## src/rtl/ext_irq_if.sv

```systemverilog
// Interrupt-controller bus: device lines, mask write port and core handshake.
interface ext_irq_if #(
  parameter int N_SRC = 4,
  parameter int ID_W  = 2
);
  logic [N_SRC-1:0] irq_src;
  logic             irq_mask_we;
  logic [N_SRC-1:0] irq_mask_wdata;
  logic             ExtlAck;
  logic             ERet;
  logic             ExtIRQ;
  logic [ID_W-1:0]  irq_id;
  logic [N_SRC-1:0] irq_pending;
  logic [N_SRC-1:0] irq_mask;

  modport slave (
    input  irq_src, irq_mask_we, irq_mask_wdata, ExtlAck, ERet,
    output ExtIRQ, irq_id, irq_pending, irq_mask
  );

  modport master (
    output irq_src, irq_mask_we, irq_mask_wdata, ExtlAck, ERet,
    input  ExtIRQ, irq_id, irq_pending, irq_mask
  );
endinterface

```

## src/rtl/ext_irq_controller.sv

```systemverilog
// External interrupt controller: edge-latched pending bits, fixed priority, one request at a time.
// EXT_IRQ_SYNC_EN adds a 2-flop input synchronizer ahead of edge detection.
module ext_irq_controller #(
  parameter int N_SRC = 4,
  parameter int ID_W  = 2
) (
  input  logic     clk,
  input  logic     reset,
  ext_irq_if.slave bus
);
  typedef enum logic [1:0] {IDLE, REQ, SERVICE} state_e;

  state_e           state_q, state_d;
  logic [N_SRC-1:0] src_s, src_q;
  logic [N_SRC-1:0] pending_q, pending_d;
  logic [N_SRC-1:0] mask_q, mask_d;
  logic [N_SRC-1:0] rise, eligible, clr;
  logic [ID_W-1:0]  id_q, id_d, sel_id;
  logic             ext_irq_q, ext_irq_d;

`ifdef EXT_IRQ_SYNC_EN
  logic [N_SRC-1:0] sync1_q, sync2_q;
  always_ff @(posedge clk or posedge reset) begin
    if (reset) begin
      sync1_q <= '0;
      sync2_q <= '0;
    end else begin
      sync1_q <= bus.irq_src;
      sync2_q <= sync1_q;
    end
  end
  assign src_s = sync2_q;
`else
  assign src_s = bus.irq_src;
`endif

  assign rise     = src_s & ~src_q;
  assign eligible = pending_q & mask_q;

  // Lowest index wins: scan downward so the last hit is the smallest.
  always_comb begin
    sel_id = '0;
    for (int i = N_SRC - 1; i >= 0; i--)
      if (eligible[i]) sel_id = ID_W'(i);
  end

  always_comb begin
    state_d   = state_q;
    id_d      = id_q;
    ext_irq_d = 1'b0;
    clr       = '0;
    case (state_q)
      IDLE: if (|eligible) begin
        id_d      = sel_id;
        state_d   = REQ;
        ext_irq_d = 1'b1;
      end
      REQ: begin
        ext_irq_d = 1'b1;
        if (bus.ExtlAck) begin
          clr[id_q] = 1'b1;
          state_d   = SERVICE;
          ext_irq_d = 1'b0;
        end
      end
      SERVICE: if (bus.ERet) state_d = IDLE;
      default: state_d = IDLE;
    endcase
  end

  // A rise in the same cycle as the ack clear keeps the bit pending.
  assign pending_d = (pending_q & ~clr) | rise;
  assign mask_d    = bus.irq_mask_we ? bus.irq_mask_wdata : mask_q;

  always_ff @(posedge clk or posedge reset) begin
    if (reset) begin
      state_q   <= IDLE;
      src_q     <= '0;
      pending_q <= '0;
      mask_q    <= '1;
      id_q      <= '0;
      ext_irq_q <= 1'b0;
    end else begin
      state_q   <= state_d;
      src_q     <= src_s;
      pending_q <= pending_d;
      mask_q    <= mask_d;
      id_q      <= id_d;
      ext_irq_q <= ext_irq_d;
    end
  end

  assign bus.ExtIRQ      = ext_irq_q;
  assign bus.irq_id      = id_q;
  assign bus.irq_pending = pending_q;
  assign bus.irq_mask    = mask_q;
endmodule

```

## src/flat_wrapper.sv

```systemverilog
// flat-port wrapper written by rule: the top's interface ports become plain ports
module ext_irq_controller_flat 
#(
  parameter int N_SRC = 4,
  parameter int ID_W  = 2
)
  (clk, reset, bus_irq_src, bus_irq_mask_we, bus_irq_mask_wdata, bus_ExtlAck, bus_ERet, bus_ExtIRQ, bus_irq_id, bus_irq_pending, bus_irq_mask);
  ext_irq_if #(.N_SRC(N_SRC), .ID_W(ID_W)) bus_i ();
  input  logic clk;
  input  logic reset;
  input wire logic [$bits(bus_i.irq_src)-1:0] bus_irq_src;
  input wire logic [$bits(bus_i.irq_mask_we)-1:0] bus_irq_mask_we;
  input wire logic [$bits(bus_i.irq_mask_wdata)-1:0] bus_irq_mask_wdata;
  input wire logic [$bits(bus_i.ExtlAck)-1:0] bus_ExtlAck;
  input wire logic [$bits(bus_i.ERet)-1:0] bus_ERet;
  output wire logic [$bits(bus_i.ExtIRQ)-1:0] bus_ExtIRQ;
  output wire logic [$bits(bus_i.irq_id)-1:0] bus_irq_id;
  output wire logic [$bits(bus_i.irq_pending)-1:0] bus_irq_pending;
  output wire logic [$bits(bus_i.irq_mask)-1:0] bus_irq_mask;
  assign bus_i.irq_src = bus_irq_src;
  assign bus_i.irq_mask_we = bus_irq_mask_we;
  assign bus_i.irq_mask_wdata = bus_irq_mask_wdata;
  assign bus_i.ExtlAck = bus_ExtlAck;
  assign bus_i.ERet = bus_ERet;
  assign bus_ExtIRQ = bus_i.ExtIRQ;
  assign bus_irq_id = bus_i.irq_id;
  assign bus_irq_pending = bus_i.irq_pending;
  assign bus_irq_mask = bus_i.irq_mask;
  ext_irq_controller #(.N_SRC(N_SRC), .ID_W(ID_W)) u_core (.clk(clk), .reset(reset), .bus(bus_i));
endmodule
```

## config.mk

```make
export PLATFORM = sky130hd
export DESIGN_NAME = ext_irq_controller_flat
export DESIGN_NICKNAME = d
export VERILOG_FILES = /design/src/rtl/ext_irq_if.sv /design/src/rtl/ext_irq_controller.sv /design/src/flat_wrapper.sv
export SDC_FILE = /design/constraint.sdc
export NUM_CORES = 1
export LEC_CHECK = 0
export BUFFER_PORTS_ARGS = -buffer_cell sky130_fd_sc_hd__buf_2
export CORE_MARGIN = 3
export CORE_UTILIZATION = 49
export DETAILED_ROUTE_END_ITERATION = 10
export PLACE_DENSITY = 0.89
export SYNTH_ARGS = -nofsm -noshare
export SYNTH_HDL_FRONTEND = slang
export SYNTH_SLANG_ARGS = --single-unit
```

## constraint.sdc

```tcl
create_clock -name clk -period 2.13 [get_ports clk]
set_clock_uncertainty 0.15 [all_clocks]
set_input_delay 0.1065 -clock clk [delete_from_list [all_inputs] [get_ports clk]]
set_output_delay 0.1065 -clock clk [all_outputs]
set_load 0.01 [all_outputs]
```

==> results of run 1 <==
cell usage after synthesis:
master | number | area, µm²
nand4b_1 | 1 | 8.76
mux2i_1 | 1 | 10.0
a2bb2oi_1 | 1 | 8.76
dfrtp_1 | 13 | 325
nor3_1 | 1 | 5.00
o21ai_0 | 5 | 25.0
a21oi_1 | 2 | 10.0
o31ai_1 | 1 | 7.51
a211o_1 | 2 | 17.5
nand3b_1 | 1 | 7.51
dfstp_2 | 4 | 105
a31o_2 | 1 | 8.76
inv_1 | 6 | 22.5
or3_1 | 1 | 6.26
nor2_1 | 2 | 7.51
nand2_1 | 5 | 18.8
nor3b_1 | 1 | 7.51
a22oi_1 | 1 | 7.51
a22o_1 | 1 | 8.76
mux2_2 | 4 | 45.0
what timing repair did:
| item | 4_1_cts | 5_1_grt |
|---|---|---|
| endpoints found under the hold margin | 26 | 0 |
| setup endpoints to repair | 0 | 0 |
| hold buffers | 14 | 0 |
cell families (layout without fill, tap and decap cells):
logic type | after synthesis | in the layout | share of synthesized area (%)
AND/OR/NAND/NOR | 12 | 12 | 9.25
AO/OA/AOI/OAI | 14 | 14 | 14.2
flip-flops | 17 | 17 | 64.9
buffers and inverters | 6 | 47 | 3.40
multiplexers | 5 | 5 | 8.30
registers in the layout, indices dropped and copies added, names as in the netlist:
register / flops
u_core.bus.irq_pending: 4
u_core.bus.irq_id: 2
u_core.bus.ExtIRQ: 1
u_core.src_q: 4
u_core.bus.irq_mask: 4
u_core.state_q: 2
worst max-delay path, delay by kind of cell:
family / cells / cell delay, ns
muxes: 1 / 0.25
buffers and inverters: 3 / 1.22
layer usage:
| metal | routed length [µm] | share of wire [%] | global-route usage (%) | up-vias |
|---|---|---|---|---|
| met3 | 119 | 7.6 | 8.05 | 4 |
| li1 | - | - | - | 269 |
| met2 | 816 | 52 | 35.0 | 26 |
| met1 | 593 | 38 | 21.9 | 262 |
| met5 | 0 | 0 | 0 | - |
| met4 | 28 | 1.8 | 7.45 | 0 |
area by class of cell:
type	count	share of cell area, %
well taps	14	1.82
flip-flops and latches	17	44.7
inverters	6	2.34
repair buffers	37	26.5
multi-input cells	31	21.8
clock buffers	4	2.73
path summary, 6_finish.rpt:
check,to,from,cells after the start
max,u_core.bus.irq_mask[3],bus_irq_mask_wdata[3],4
min,u_core.state_q[1],bus_ExtlAck,3
max reg2reg,u_core.bus.irq_mask[3],u_core.bus.irq_mask[3],2
min reg2reg,u_core.bus.irq_pending[0],u_core.src_q[0],1
max in group asynchronous,u_core.bus.irq_pending[0],reset,3
min in group asynchronous,u_core.bus.irq_id[0],reset,3
report_power, final:
part / total [mW] / leakage [nW] / internal [mW] / switching (mW)
clock network: 0.167 / 0.0150 / 0.0730 / 0.0942
logic: 0.356 / 0.260 / 0.182 / 0.174
registers: 0.511 / 0.187 / 0.418 / 0.0932
total: 1.03 / 0.463 / 0.673 / 0.361
==> flow_summary.ini, run 1 <==
[detailed_routing]
post_drt_wl_per_cell_um = 14.3
drt_iter0_markers = 13
via_count = 561
dr.pass1.iters = 4
wl_mm = 1.56
ant_nets = 0
drc = 0
viasPerCell = 5.15

[cts]
htreeDepth = 1
cts_max_path_buffers = 2
cts_tree = built
cts_resized = 0
cts_root_buffer = clkbuf_4
postCtsSetupBuffers = 0
clk_latency_ns = 0.29
cts_inserted_buffers = 3
cts_num_sinks = 17
clk_pin_slew_ns = 0.09

[job]
cap_violations = 0

[floorplan]
num_rows = 12
die_w_um = 42.8
dieHeight_um = 42.8
io_pins = 24
core_area_um2 = 1190
initial_utilization_pct = 55.9
dieArea_um2 = 1830

[grt]
track_usage_pct = 20.2
gr-total-overflow = 0
grt_max_degree = 18
grt_pass1_wl_mm = 2.64
grt_pass1_vias = 593
antenna_found_initial = 0

[power_and_ir_drop]
power.total_mw = 1.03
p_per_area_nw_per_um2 = 1070
leakage_nw = 0.463
ir_drop_mv = 0.723

[critical_path]
critPathKind = input port to flop
crit_chain = dlygate4sd3_1 -> buf_2 -> mux2_2 -> dlygate4sd3_1
max_stage_delay_ns = 0.57
critical_path_required_ns = 2.20
cp_max_fo = 1
cp-end-kind = flop
cp.arrival_ns = 1.58
slowest_stage = dlygate4sd3_1
critPathLaunchType = input port
r2r_slack_ns = 0.64
crit_path_frequent_cell = dlygate4sd3_1

[layout]
layout_common_cells = buf_2 (23), dlygate4sd3_1 (14), dfrtp_1 (13)
final_core_util_pct = 81.1
layout-drive-gt1-share_pct = 36.8
antenna_cells = 0
syn_to_final_growth_pct = 45.1
seqCellArea_um2 = 430
nets = 109
final_area_um2 = 962
layout_commonest_cell = buf_2
fin_cells = 109
n_fill_cell = 76
multi_input_area_um2 = 210

[placement]
gp_congestion = 0.749
placed_cell_area_um2 = 796
dp_hpwl_mm = 1.03
dpl_worst_slack_ns = 0.720
dpl.cell_count = 91
io_buffer_count = 23

[synthesis]
synth_warnings = 0
synth-seq-cells = 17
avgSynthCellArea_um2 = 12.3
syn_area_um2 = 663
yosysUniqueCellTypes = 20
synthesis.nets = 67
syn_inst = 54
seq_area_frac_synth_pct = 64.9

[timing]
tightest_slew_ns = 0.599
fin_tns_setup_ns = 0
finalHoldViolCount = 0
finalMaxSlewViolations = 0
final.period_utilization_pct = 70.6
rsz0062_at_grt = no
setup_slack_ns = 0.625
max_freq_ghz = 0.665
setup_violations = 0
fin_crit_ns = 1.50
hold-worst-slack_ns = 0.0259
relSlewSlack_pct = 60.0

[run_status]
outcome = completed

[worst_hold_path]
hp-class = input port to flop
No activity file was read; power rests on OpenSTA's default activity.
==> inputs of run 2 (changes only) <==
--- a/config.mk
+++ b/config.mk
@@ -7,9 +7,9 @@
 export LEC_CHECK = 0
 export BUFFER_PORTS_ARGS = -buffer_cell sky130_fd_sc_hd__buf_2
 export CORE_MARGIN = 3
-export CORE_UTILIZATION = 49
+export CORE_UTILIZATION = 46
 export DETAILED_ROUTE_END_ITERATION = 10
-export PLACE_DENSITY = 0.89
+export PLACE_DENSITY = 0.85
 export SYNTH_ARGS = -nofsm -noshare
 export SYNTH_HDL_FRONTEND = slang
 export SYNTH_SLANG_ARGS = --single-unit
==> constraint.sdc (replaced) <==
create_clock -name clk -period 1.47 [get_ports clk]
set_clock_uncertainty 0.15 [all_clocks]
set_input_delay 0.0735 -clock clk [delete_from_list [all_inputs] [get_ports clk]]
set_output_delay 0.0735 -clock clk [all_outputs]
set_load 0.01 [all_outputs]
==> flow_summary.ini, run 2 (synthesized netlist as in run 1, its figures left out) <==
[run_status]
outcome = completed

[timing]
fin_tns_setup_ns = 0
max_freq_ghz = 0.709
finalMaxSlewViolations = 0
relSlewSlack_pct = 58.4
finalHoldViolCount = 0
setup_violations = 0
tightest_slew_ns = 0.623
final.period_utilization_pct = 95.9
setup_slack_ns = 0.0605
fin_crit_ns = 1.41
rsz0062_at_grt = yes

[floorplan]
num_rows = 13
initial_utilization_pct = 49.7
die_w_um = 44.0
dieHeight_um = 44.0
dieArea_um2 = 1930
io_pins = 24
core_area_um2 = 1330

[power_and_ir_drop]
ir_drop_mv = 1.01
p_per_area_nw_per_um2 = 1570
leakage_nw = 0.466

[layout]
n_fill_cell = 103
antenna_cells = 0
syn_to_final_growth_pct = 45.1
fin_cells = 110
layout_commonest_cell = buf_2
nets = 109
layout_common_cells = buf_2 (23), dlygate4sd3_1 (13), dfrtp_1 (13)
layout-drive-gt1-share_pct = 38.9
final_core_util_pct = 72.1

[placement]
dpl_worst_slack_ns = 0.0177
dpl.cell_count = 92
gp_congestion = 0.785
dp_hpwl_mm = 1.09
io_buffer_count = 23

[detailed_routing]
drc = 0
viasPerCell = 5.14
drt_iter0_markers = 27
wl_mm = 1.48
dr.pass1.iters = 4
highest_layer = met4
ant_nets = 0
route.met2.wl_um = 756
via_count = 565
post_drt_wl_per_cell_um = 13.5
met3_length_um = 69
wl_met1_um = 633

[grt]
grt_max_degree = 18
grt_pass1_vias = 591
track_usage_pct = 18.6
grt_pass1_wl_mm = 2.62
gr-total-overflow = 0
antenna_found_initial = 0

[cts]
cts_inserted_buffers = 3
htreeDepth = 1
cts_root_buffer = clkbuf_4
cts_resized = 0
clk_latency_ns = 0.29
clk_pin_slew_ns = 0.10
cts_tree = built
cts_num_sinks = 17
cts_max_path_buffers = 2

[critical_path]
critPathKind = flop to flop
critPathLaunchType = flop
cp_max_fo = 6
cp-end-kind = flop
critical_path_required_ns = 1.50
cp.arrival_ns = 1.44

[job]
cap_violations = 0

[worst_hold_path]
hp-class = input port to async pin
run 2: cell types whose count changed in the layout (fill, tap and decap cells not counted):
cell / delta
clkbuf_1: -1
dlygate4sd3_1: -1
clkinv_2: +1
buf_4: +1
run 2: cell type report:
| type | instances | area [µm²] | share of cell area (%) |
|---|---|---|---|
| repair buffers | 37 | 253 | 26.3 |
| multi-input cells | 31 | 210 | 21.8 |
| well taps | 15 | 18.8 | 1.95 |
| flip-flops and latches | 17 | 430 | 44.7 |
| clock inverters | 1 | 5.00 | 0.520 |
| clock buffers | 3 | 22.5 | 2.34 |
| inverters | 6 | 22.5 | 2.34 |
run 2: final timing paths:
check	slack (ns)	startpoint	cells after the start	end
min reg2reg	0.27	u_core.src_q[0]	1	u_core.bus.irq_pending[0]
min in group clk	0.27	u_core.src_q[0]	1	u_core.bus.irq_pending[0]
max reg2reg	0.06	u_core.state_q[0]	3	u_core.bus.irq_pending[1]
min	0.24	reset	3	u_core.state_q[1]
max in group asynchronous	0.52	reset	3	u_core.bus.irq_id[1]
max	0.06	u_core.state_q[0]	3	u_core.bus.irq_pending[1]
run 2: repair_timing:
| item | 4_1_cts | 5_1_grt |
|---|---|---|
| hold buffers | 15 | 1 |
| setup buffers | 1 | 0 |
| hold endpoints to repair | 26 | 3 |
| endpoints found under the setup margin | 1 | 5 |
| gates cloned | 0 | 0 |
run 2: per-layer routing:
metal / GRT usage, % / vias up
met2: 30.8 / 18
met5: 0 / -
met4: 7.83 / 0
li1: - / 273
met1: 23.5 / 272
met3: 3.73 / 2
run 2: critical path, cell delays in order (launching register included):
cell	delay, ns
dfrtp_1	0.45
nand3b_1	0.16
or3_1	0.35
a22o_1	0.19
run 2: power by group:
group / switching [mW] / internal (mW) / total (mW) / leakage, nW
Combinational: 0.265 / 0.270 / 0.535 / 0.261
Sequential: 0.127 / 0.605 / 0.732 / 0.187
Clock: 0.145 / 0.101 / 0.246 / 0.0177
run 2: metrics by stage:
stage | total power [mW] | instance area (µm²) | hold slack (ns)
final | 1.51 | 962 | 0.243
after floorplan | 1.03 | 663 | -0.153
after global placement | 1.20 | 797 | 0.0216
after global routing | 1.63 | 962 | 0.274
after detailed placement | 1.23 | 797 | 0.0302
after CTS | 1.53 | 982 | 0.258
==> inputs of run 3 (changes only) <==
--- a/config.mk
+++ b/config.mk
@@ -7,9 +7,11 @@
 export LEC_CHECK = 0
 export BUFFER_PORTS_ARGS = -buffer_cell sky130_fd_sc_hd__buf_2
 export CORE_MARGIN = 3
-export CORE_UTILIZATION = 46
+export CORE_UTILIZATION = 49
+export CTS_BUF_LIST = sky130_fd_sc_hd__clkbuf_4
 export DETAILED_ROUTE_END_ITERATION = 10
-export PLACE_DENSITY = 0.85
+export PLACE_DENSITY = 0.89
+export SETUP_SLACK_MARGIN = 0.3
 export SYNTH_ARGS = -nofsm -noshare
 export SYNTH_HDL_FRONTEND = slang
 export SYNTH_SLANG_ARGS = --single-unit
==> flow_summary.ini, run 3 (synthesized netlist as in run 1, its figures left out) <==
[run_status]
outcome = finished, violations left
violations = setup timing

[critical_path]
critPathKind = flop to flop
rr_worst_depth = 3
startpoint = u_core.state_q[1]
r2r-end = u_core.bus.irq_pending[1]
critPathLaunchType = flop
critical_path_required_ns = 1.50
cp.arrival_ns = 1.54
cp_max_fo = 4
cp-end-kind = flop
timing.rr.start = u_core.state_q[1]
r2r_slack_ns = -0.03

[floorplan]
initial_utilization_pct = 55.9
dieArea_um2 = 1830
io_pins = 24
num_rows = 12
dieHeight_um = 42.8
die_w_um = 42.8
core_area_um2 = 1190

[grt]
grt_pass1_vias = 657
track_usage_pct = 20.4
grt_max_degree = 18
grt_pass1_wl_mm = 2.82
antenna_found_initial = 0
gr-total-overflow = 0

[timing]
setup_slack_ns = -0.0342
fin_crit_ns = 1.50
relSlewSlack_pct = 57.4
tightest_slew_ns = 0.638
setup_violations = 2
finalMaxSlewViolations = 0
finalHoldViolCount = 0
max_freq_ghz = 0.665
rsz0062_at_grt = yes
final.period_utilization_pct = 102

[placement]
io_buffer_count = 23
gp_congestion = 0.753
dp_hpwl_mm = 1.09
dpl.cell_count = 92

[detailed_routing]
dr.pass1.iters = 4
via_count = 658
ant_nets = 0
drc = 0
viasPerCell = 5.93
wl_mm = 1.99
drt_iter0_markers = 20
post_drt_wl_per_cell_um = 17.9

[power_and_ir_drop]
pwr-share-seq_pct = 44.3
p_sw_share_pct = 37.8
cell_internal_pwr_mw = 1.08
p_per_area_nw_per_um2 = 1690
pwr-share-comb_pct = 41.5
p_switching_mw = 0.657
clockPowerShare_pct = 14.2
leakage_nw = 0.491
ir_drop_mv = 0.997

[worst_hold_path]
hold_end = u_core.bus.irq_pending[3]
min_from = bus_ExtlAck
whs_path_depth = 4
hp-class = input port to flop

[layout]
final_core_util_pct = 86.7
fin_cells = 111
layout-drive-gt1-share_pct = 44.3
layout_commonest_cell = buf_2
syn_to_final_growth_pct = 55.1
antenna_cells = 0
layout_common_cells = buf_2 (18), dfrtp_1 (12), dlygate4sd3_1 (11)
nets = 111
n_fill_cell = 53

[cts]
htreeDepth = 1
clk_latency_ns = 0.29
clk_pin_slew_ns = 0.10
cts_max_path_buffers = 2
cts_num_sinks = 17
cts_inserted_buffers = 3
cts_root_buffer = clkbuf_4
cts_tree = built

[job]
cap_violations = 0
[run 3: critical path, cell delays in order, from the launching register on]
cell	delay, ns
dfrtp_2	0.46
nand3b_1	0.24
or3_1	0.36
a22o_1	0.19
[run 3: layer usage]
layer | vias to the layer above | track usage (%) | wire (µm)
li1 | 276 | - | -
met1 | 306 | 24.7 | 781
met2 | 58 | 34.1 | 907
met3 | 18 | 3.81 | 203
met4 | 0 | 10.6 | 95
met5 | - | 0 | 0
[run 3: area by class of cell]
cell class                 count  area (µm²)  area share (%)
clock buffer                   3        22.5            2.19
clock inverter                 1        5.00           0.487
inverter                       6        22.5            2.19
multi-input combinational     31         224            21.8
sequential                    17         432            42.0
tap                           14        17.5            1.70
timing repair buffer          39         305            29.7
[run 3: what timing repair did]
action,in CTS,in global routing
setup buffers,1,3
endpoints found under the hold margin,26,0
resized for setup,7,9
endpoints found under the setup margin,13,13
pin swaps,2,3
hold buffers,11,0
[run 3: power by group through the flow]
stage | Clock, mW | Combinational (mW) | Sequential (mW)
global route | 0.265 | 0.763 | 0.779
global placement | 0 | 0.492 | 0.719
finish | 0.247 | 0.719 | 0.769
CTS | 0.245 | 0.597 | 0.717
detailed placement | 0 | 0.520 | 0.729
floorplan | 0 | 0.262 | 0.764
[run 3: per-stage QoR]
stage	hold slack (ns)	setup WS, ns	TNS (ns)	instance area (µm²)	total power, mW
finish	0.0511	-0.0342	-0.0416	1030	1.73
global route	0.0667	-0.0515	-0.0936	1030	1.81
CTS	-0.0228	0.0868	0	967	1.56
detailed placement	0.0343	0.0700	0	803	1.25
global placement	0.0142	0.130	0	803	1.21
floorplan	-0.153	0.149	0	663	1.03
[run 3: worst max-delay path by stage]
| stage | end | slack [ns] | depth (start not counted) |
|---|---|---|---|
| 2_1_floorplan | u_core.bus.irq_pending[1] | 0.15 | 3 |
| 3_3_place_gp | u_core.bus.irq_pending[1] | 0.13 | 3 |
| 3_5_place_dp | u_core.bus.irq_pending[1] | 0.07 | 3 |
| 4_1_cts | u_core.bus.irq_pending[1] | 0.09 | 3 |
| 5_1_grt | u_core.bus.irq_id[1] | -0.05 | 3 |
| 6_report | u_core.bus.irq_pending[1] | -0.03 | 3 |
